`src/rtl/grf_scoreboard_pkg.sv`:
```
// Shared constants for the GPR file and its pending-write scoreboard.
package grf_scoreboard_pkg;
    localparam int NREG = 32;
    localparam int DEF_CNT_W = 2;
    localparam logic [4:0] REG_ZERO = 5'd0;
    localparam logic [4:0] REG_RA = 5'd31;
endpackage

```
`src/rtl/grf_scoreboard_pend_cnt.sv`:
```
// One per-register in-flight write counter; it never wraps in either direction.
module grf_pend_cnt
    import grf_scoreboard_pkg::*;
#(
    parameter int CNT_W = DEF_CNT_W
) (
    input  logic             clk,
    input  logic             reset,
    input  logic             inc,
    input  logic             dec,
    output logic [CNT_W-1:0] cnt,
    output logic             zero,
    output logic             full
);

    assign zero = (cnt == '0);
    assign full = &cnt;

    always_ff @(posedge clk or negedge reset) begin
        if (!reset) begin
            cnt <= '0;
        end else if (inc && !dec && !full) begin
            cnt <= cnt + 1'b1;
        end else if (dec && !inc && !zero) begin
            cnt <= cnt - 1'b1;
        end
    end

endmodule

```
`src/rtl/grf_scoreboard.sv`:
```
// 32x32 GPR file with write-through bypass and per-register pending-write
// scoreboard for RAW hazard detection.
module grf_scoreboard
    import grf_scoreboard_pkg::*;
#(
    parameter int CNT_W = DEF_CNT_W
) (
    input  logic        clk,
    input  logic        reset,
    input  logic [4:0]  ReadAddr1,
    input  logic [4:0]  ReadAddr2,
    output logic [31:0] ReadData1,
    output logic [31:0] ReadData2,
    input  logic        WE,
    input  logic [4:0]  WriteAddr,
    input  logic [31:0] RegData,
    input  logic        IssueValid,
    input  logic [4:0]  IssueAddr,
    output logic        IssueReady,
    output logic        Busy1,
    output logic        Busy2,
    output logic        Stall,
    output logic        Underflow
);

    logic [31:0] regs [NREG];

    logic [NREG-1:0][CNT_W-1:0] pend;
    logic [NREG-1:0] zero;
    logic [NREG-1:0] full;
    logic [NREG-1:0] inc;
    logic [NREG-1:0] dec;
    logic [NREG-1:0] to_zero;

    logic wr_en;

    assign wr_en = WE && (WriteAddr != REG_ZERO);

    // $0 is never tracked: empty, never full, never retiring.
    assign pend[0]    = '0;
    assign zero[0]    = 1'b1;
    assign full[0]    = 1'b0;
    assign inc[0]     = 1'b0;
    assign dec[0]     = 1'b0;
    assign to_zero[0] = 1'b0;

    for (genvar r = 1; r < NREG; r++) begin : g_cnt
        assign inc[r] = IssueValid && IssueReady
                        && (IssueAddr == 5'(r));
        assign dec[r] = WE && (WriteAddr == 5'(r)) && !zero[r];
        assign to_zero[r] = dec[r] && !inc[r]
                            && (pend[r] == CNT_W'(1));

        grf_pend_cnt #(.CNT_W(CNT_W)) u_cnt (
            .clk   (clk),
            .reset (reset),
            .inc   (inc[r]),
            .dec   (dec[r]),
            .cnt   (pend[r]),
            .zero  (zero[r]),
            .full  (full[r])
        );
    end

    assign IssueReady = (IssueAddr == REG_ZERO) || !full[IssueAddr];

    // A retire that empties the counter also bypasses the data, so no stall.
    assign Busy1 = !zero[ReadAddr1] && !to_zero[ReadAddr1];
    assign Busy2 = !zero[ReadAddr2] && !to_zero[ReadAddr2];
    assign Stall = Busy1 || Busy2 || (IssueValid && !IssueReady);

    always_comb begin
        ReadData1 = regs[ReadAddr1];
        if (ReadAddr1 == REG_ZERO) begin
            ReadData1 = '0;
        end else if (wr_en && (WriteAddr == ReadAddr1)) begin
            ReadData1 = RegData;
        end
    end

    always_comb begin
        ReadData2 = regs[ReadAddr2];
        if (ReadAddr2 == REG_ZERO) begin
            ReadData2 = '0;
        end else if (wr_en && (WriteAddr == ReadAddr2)) begin
            ReadData2 = RegData;
        end
    end

    always_ff @(posedge clk or negedge reset) begin
        if (!reset) begin
            for (int i = 0; i < NREG; i++) begin
                regs[i] <= '0;
            end
        end else if (wr_en) begin
            regs[WriteAddr] <= RegData;
        end
    end

    always_ff @(posedge clk or negedge reset) begin
        if (!reset) begin
            Underflow <= 1'b0;
        end else if (wr_en && zero[WriteAddr]) begin
            Underflow <= 1'b1;
        end
    end

endmodule

```
`config.mk`:
```
export PLATFORM = sky130hd
export DESIGN_NAME = grf_scoreboard
export DESIGN_NICKNAME = d
export VERILOG_FILES = /design/src/rtl/grf_scoreboard_pkg.sv /design/src/rtl/grf_scoreboard_pend_cnt.sv /design/src/rtl/grf_scoreboard.sv
export SDC_FILE = /design/constraint.sdc
export NUM_CORES = 2
export LEC_CHECK = 0
export CAP_MARGIN = 10
export CORE_UTILIZATION = 60
export DETAILED_ROUTE_END_ITERATION = 10
export GPL_ROUTABILITY_DRIVEN = 0
export HOLD_SLACK_MARGIN = 0.02
export PLACE_DENSITY = 0.77
export SLEW_MARGIN = 20
export SYNTH_ARGS = -nofsm -noshare
export SYNTH_HDL_FRONTEND = slang
export SYNTH_HIERARCHICAL = 1
export SYNTH_SLANG_ARGS = --single-unit
```
`constraint.sdc`:
```
create_clock -name clk -period 4.45 [get_ports clk]
set_clock_uncertainty 0.05 [all_clocks]
set_input_delay 0.89 -clock clk [delete_from_list [all_inputs] [get_ports clk]]
set_output_delay 0.89 -clock clk [all_outputs]
set_load 0.02 [all_outputs]
```
## After elaboration in Yosys (flattened, before gate mapping)

Cells that the tools add are included.

| cells by class | value |
|---|---|
| bitwise logic cells | 3 |
| equality and inequality tests | 95 |
| reduce and logical (&&, ||, !) cells | 487 |
| order comparisons | 8 |
| $add $sub $neg | 62 |
| multiplexer cells | 87 |

Operator list:

| operator | count |
|---|---|
| $bwmux 1024 | 1 |
| $bmux 32 s5 | 2 |
| $mux 32 | 9 |
| $logic_and 1x1->1 | 257 |
| $demux 32 s5 | 1 |
| $eq 5x5->1 const B | 32 |
| $logic_not 1->1 | 130 |
| $mux 2 | 62 |
| $eq 5x4->1 const B | 16 |
| $add 2x1->2 const B | 31 |
| $eq 2x1->1 const B | 31 |
| $logic_not 2->1 | 31 |
| $reduce_and 2->1 | 31 |
| $reduce_bool 2->1 | 31 |
| $sub 2x1->2 const B | 31 |
| $eq 5x3->1 const B | 8 |
| $bmux 1 s5 | 6 |
| $lt 5x6->1 const B | 4 |
| $eq 5x2->1 const B | 4 |
| $ge 6x6->1 const B | 3 |
| $not 5->6 | 3 |
| $logic_not 5->1 | 3 |
| $eq 5x1->1 const B | 2 |
| $eq 5x5->1 | 2 |
| 4 further kinds | 11 |

| word-level totals | value |
|---|---|
| bits of input ports | 56 |
| register bits | 1,087 |

## Logic depth before layout (Yosys ltp)

| logic depth | value |
|---|---|
| depth after elaboration | 16 |
| mapped depth | 11 |
| mapped depth without buffers | 9 |

## Modules after synthesis

The synthesis kept the hierarchy.

Modules (own cells, without submodules):

| module | seq. area each (µm²) | cells each | area each (µm²) | times used |
|---|---|---|---|---|
| grf_scoreboard | 25,649.6 | 3,873 | 57,228.6 | 1 |
| grf_pend_cnt | 50.0 | 14 | 125.1 | 31 |

## Least setup slack after synthesis

OpenSTA, ideal clock, no wires.

| timing path | value |
|---|---|
| path type | input-to-output |
| start | input ReadAddr1[0] |
| end | output ReadData1[10] |
| required time | 3,510 ps |
| stages | 10 |
| arrival time | 3,440 ps |
| slack | 70 ps |
| cell sequence | clkbuf_1 -> buf_2 -> buf_1 -> buf_2 -> xor2_1 -> nor4_1 -> nand3_1 -> clkbuf_1 -> nor2_1 -> a211oi_1 |

| between the ends | value |
|---|---|
| longest elaborated chain between the ends | 6 |
| elaborated cells on any way between the ends | 9 |

RTL lines:

| what | RTL line | source |
|---|---|---|
| start, declared | grf_scoreboard.sv:10 | `input logic [4:0] ReadAddr1,` |
| $not 5->6 (implied by the code) | grf_scoreboard.sv:73 | `ReadData1 = regs[ReadAddr1];` |
| $bmux 32 s5 | grf_scoreboard.sv:73 |  |
| $mux 32 (implied by the code) (2 in series) | grf_scoreboard.sv:73 |  |
| $mux 32 | grf_scoreboard.sv:76 | `end else if (wr_en && (WriteAddr == ReadAddr1)) begin` |
| $mux 32 (*) | grf_scoreboard.sv:74 | `if (ReadAddr1 == REG_ZERO) begin` |
| end, declared | grf_scoreboard.sv:12 | `output logic [31:0] ReadData1,` |

Every way passes the cells marked *; elsewhere a longest branch is shown, timed or not. The select of a mux whose other input is x is not followed.

## Final worst setup path

| timing path | value |
|---|---|
| start | input WriteAddr[2] |
| end | output Stall |

| between the ends | value |
|---|---|
| longest elaborated chain between the ends | 11 |
| elaborated cells on any way between the ends | 165 |

RTL lines:

| what | RTL line | source |
|---|---|---|
| start, declared | grf_scoreboard.sv:15 | `input logic [4:0] WriteAddr,` |
| $eq 5x4->1 (*) | grf_scoreboard.sv:50 | `assign dec[r] = WE && (WriteAddr == 5'(r)) && !zero[r];` |
| $logic_and 1x1->1 (*) (2 in series) | grf_scoreboard.sv:50 |  |
| net dec[11] | grf_scoreboard.sv:32 | `logic [NREG-1:0] dec;` |
| $logic_and 1x1->1 (*) | grf_scoreboard.sv:51 | `assign to_zero[r] = dec[r] && !inc[r]` |
| $logic_and 1x1->1 (*) | grf_scoreboard.sv:52 | `&& (pend[r] == CNT_W'(1));` |
| $bmux 1 s5, on equally long branches | grf_scoreboard.sv:68, grf_scoreboard.sv:69 |  |
| $mux 1, on equally long branches | grf_scoreboard.sv:68, grf_scoreboard.sv:69 |  |
| $logic_not 1->1, on equally long branches | grf_scoreboard.sv:68, grf_scoreboard.sv:69 |  |
| $logic_and 1x1->1, on equally long branches | grf_scoreboard.sv:68, grf_scoreboard.sv:69 |  |
| $logic_or 1x1->1 (*) (2 in series) | grf_scoreboard.sv:70 | `assign Stall = Busy1 \|\| Busy2 \|\| (IssueValid && !IssueReady);` |
| end, declared | grf_scoreboard.sv:22 | `output logic Stall,` |

The timed path passes the listed nets; every way through them passes the cells marked *. The select of a mux whose other input is x is not followed.

==> results.md <==
- Die Wd: 321 µm
- Crit share post-route: 99.4%
- Slew Limit Fails: 0
- Area contributors post-synth: dfrtp_1, mux4_2, mux2_2
- MaxCap Viol Count: 0
- TritonCTS Sinks: 1087
- Pin count of the biggest net entering global routing: 105
- Clock transition at path regs: 0.06 ns
- Setup TNS Final: 0 ns
- Worst Setup Path Type: in -> out
- Post-DP Area: 67100 µm²
- Setup Viol. Count Final: 0
- Worst slew pin tran: 1.14 ns
- Number of flops mapped to enable cells by yosys: 0
- Seq cells post-synth: 1087
- # hold bufs at CTS: 0
- GRT overflow: 0
- RSZ-0062 raised after global routing: yes
- Area of the die: 103000 µm²
- Filler Cell Count: 6455
- Synth top area share: 44.5%
- Site Rows: 116
- Top cell type by total area after synthesis: dfrtp_1
- Final core occ: 71.0%
- Pleak: 31.0 nW
- Final worst setup slack: 0.0245 ns
- Syn nets: 4363
- GRT Util Overall: 36.9%
- Hold Violations, Final: 0
- Clk root buf: clkbuf_16
- Worst EP required: 3.51 ns
- Footprint of the multi-input gates: 32700 µm²
- Startpoint types: input pin
- Final Cell Area: 71300 µm²
- Port-buffer cells: 124
- WL per Instance: 30.7 µm
- Fraction of registers with async set/reset: 100%
- # IOs: 125
- Power Dens Cells: 425 nW/µm²
- First-pass GRT wire length: 281000 µm
- VDD IR max: 0.320 mV
- Critical path endpoint category: output pin
- Area delta synth->final: 16.7%
- Vias per cell: 7.03
- Mean Syn Cell Area: 14.2 µm²
- Ys Warns: 6
- CTS tree: built
- Initial Utilization: 60.8%
- Iter 0 DRT Violations: 5004
- Share of cells above drive strength 1: 52.5%
- Worst Path Max Fanout: 5
- Total wire length: 185000 µm
- Core ar.: 100000 µm²
- Vias in the first global route: 43735
- Worst r2r src: g_cnt[15].u_cnt/cnt[1]
- Clock Latency Late Sink: 0.73 ns
- Worst setup path start: WriteAddr[2]
- Min Clock Period, post-route: 4.43 ns
- Initial DRT Pass Iterations: 8
- TritonCTS Buffers: 112
- Max Clk Rate: 0.226 GHz
- Post-DRT Antenna Nets: 0
- Final routed DRC violation total: 0
- Place WS: -0.948 ns
- Post-DP HPWL: 111000 µm
- Worst min path class: in -> async
- Initial antenna violation count: 4
- Top_reg_cell synth: dfrtp_1
- CP arrival: 3.49 ns
- Synth cell types: 73
- Routed vias: 42296
- Flip-flop and latch area: 27200 µm²
- Max_slew headroom: 23.8%
- Count of nets after finishing: 4628
- H-Tree Depth: 3
- Status: complete, no violations
- Cells after synthesis: 4307
- Sequential element share of the synthesized area: 44.5%
- CTS max path bufs: 3
- Die H: 321 µm
- Post-synth design cell area: 61100 µm²
## worst max-delay path, cell delays in order
cell and delay (ns):
dlygate4sd2_1 0.25, buf_6 0.13, buf_6 0.13, buf_4 0.13, nand2b_4 0.15, buf_4 0.15
nor3_2 0.16, or4bb_1 0.51, o221ai_1 0.23, a211oi_2 0.12, o21ai_2 0.19, buf_4 0.15
o2111ai_2 0.12, buf_6 0.16
## synthesized netlist by cell type, drive strengths merged, types with 5 or more instances
master / n
nand3: 9
mux2i: 72
o21ai: 39
nor3b: 7
inv: 14
and2: 36
or4bb: 5
clkbuf: 361
dfrtp: 1087
a21oi: 72
nand4b: 10
buf: 82
nor4: 24
xor2: 6
a2111oi: 5
nor2b: 40
nor3: 66
nand2b: 76
and3b: 31
mux4: 666
a211oi: 68
nor2: 203
nor4bb: 6
mux2: 910
nand2: 325
or4: 7
## final timing paths
path                                         end  cells after the start  slack [ns]
setup / recovery                           Stall                     14        0.02
hold / removal                         regs[895]                      1        0.16
setup reg to reg           g_cnt[5].u_cnt/cnt[0]                      8        2.15
max in group asynchronous              regs[126]                      2        2.92
hold reg to reg                        regs[996]                      0        0.35
min in group clk                       regs[996]                      0        0.35
## cell type report
type	instances	share of cell area, %
diodes	1	0.00351
clock buffers	166	4.64
clock inverters	36	0.704
inverters	16	0.0930
multi-input cells	2761	45.9
flip-flops and latches	1087	38.1
well taps	1357	2.38
repair buffers	594	8.11
## layer usage
metal	vias to the layer above	global-route usage, %	routed length, µm
li1	17010	-	-
met1	22323	50.3	69700
met2	2417	57.4	87500
met3	546	8.32	18500
met4	0	16.2	8820
met5	-	0	0
## report_power, final
part	total [W]	switching, W	internal [W]	leakage (nW)
logic	0.00728	0.00294	0.00434	15.2
registers	0.0132	0.00150	0.0117	14.0
clock network	0.00979	0.00409	0.00571	1.87
## logic make-up after synthesis
kind of cell	Yosys count	synth area share [%]
AO/OA/AOI/OAI	226	2.60
XOR/XNOR	10	0.143
buffers and inverters	459	2.87
flip-flops	1087	44.5
multiplexers	1648	42.5
AND/OR/NAND/NOR	877	7.38
## registers in the layout, indices dropped and copies added, names as in the netlist
| name | cells |
|---|---|
| g_cnt.u_cnt/cnt | 62 |
| regs | 1024 |
| Underflow | 1 |
## what timing repair did
item                                    in CTS  in global routing
gates resized for setup                    159                 49
endpoints found under the setup margin      68                  6
buffers inserted                            12                  4
pin swaps                                   14                 18
## cell usage in the layout (no fill, tap or decap), types with 7 or more instances in the layout
cell type           n
dfrtp_1          1087
mux2_2            910
mux4_2            666
buf_4             381
nand2_1           308
nor2_1            185
clkbuf_16         112
buf_12             88
nand2b_1           74
mux2i_1            72
a211oi_1           63
dlygate4sd2_1      57
a21oi_1            41
nor2b_1            39
nor3_2             39
clkdlybuf4s50_1    36
o21ai_1            33
and2_2             31
and3b_1            31
a21oi_2            31
clkbuf_8           30
nor3_1             26
clkbuf_1           24
nor4_1             19
nor2_4             17
clkinv_2           15
nand2_4            12
inv_1              11
nand4b_1           10
bufinv_16          10
clkbuf_2            9
buf_6               8
nand3_1             7
## per-stage QoR
| stage | power, W | hold WS (ns) | std cells |
|---|---|---|---|
| floorplan | 0.0180 | 0.391 | 4307 |
| global placement | 0.0202 | 0.327 | 5799 |
| detailed placement | 0.0206 | 0.333 | 5799 |
| CTS | 0.0303 | 0.191 | 6013 |
| global route | 0.0314 | 0.236 | 6018 |
| finish | 0.0303 | 0.159 | 6018 |
No activity file was read; power rests on OpenSTA's default activity.
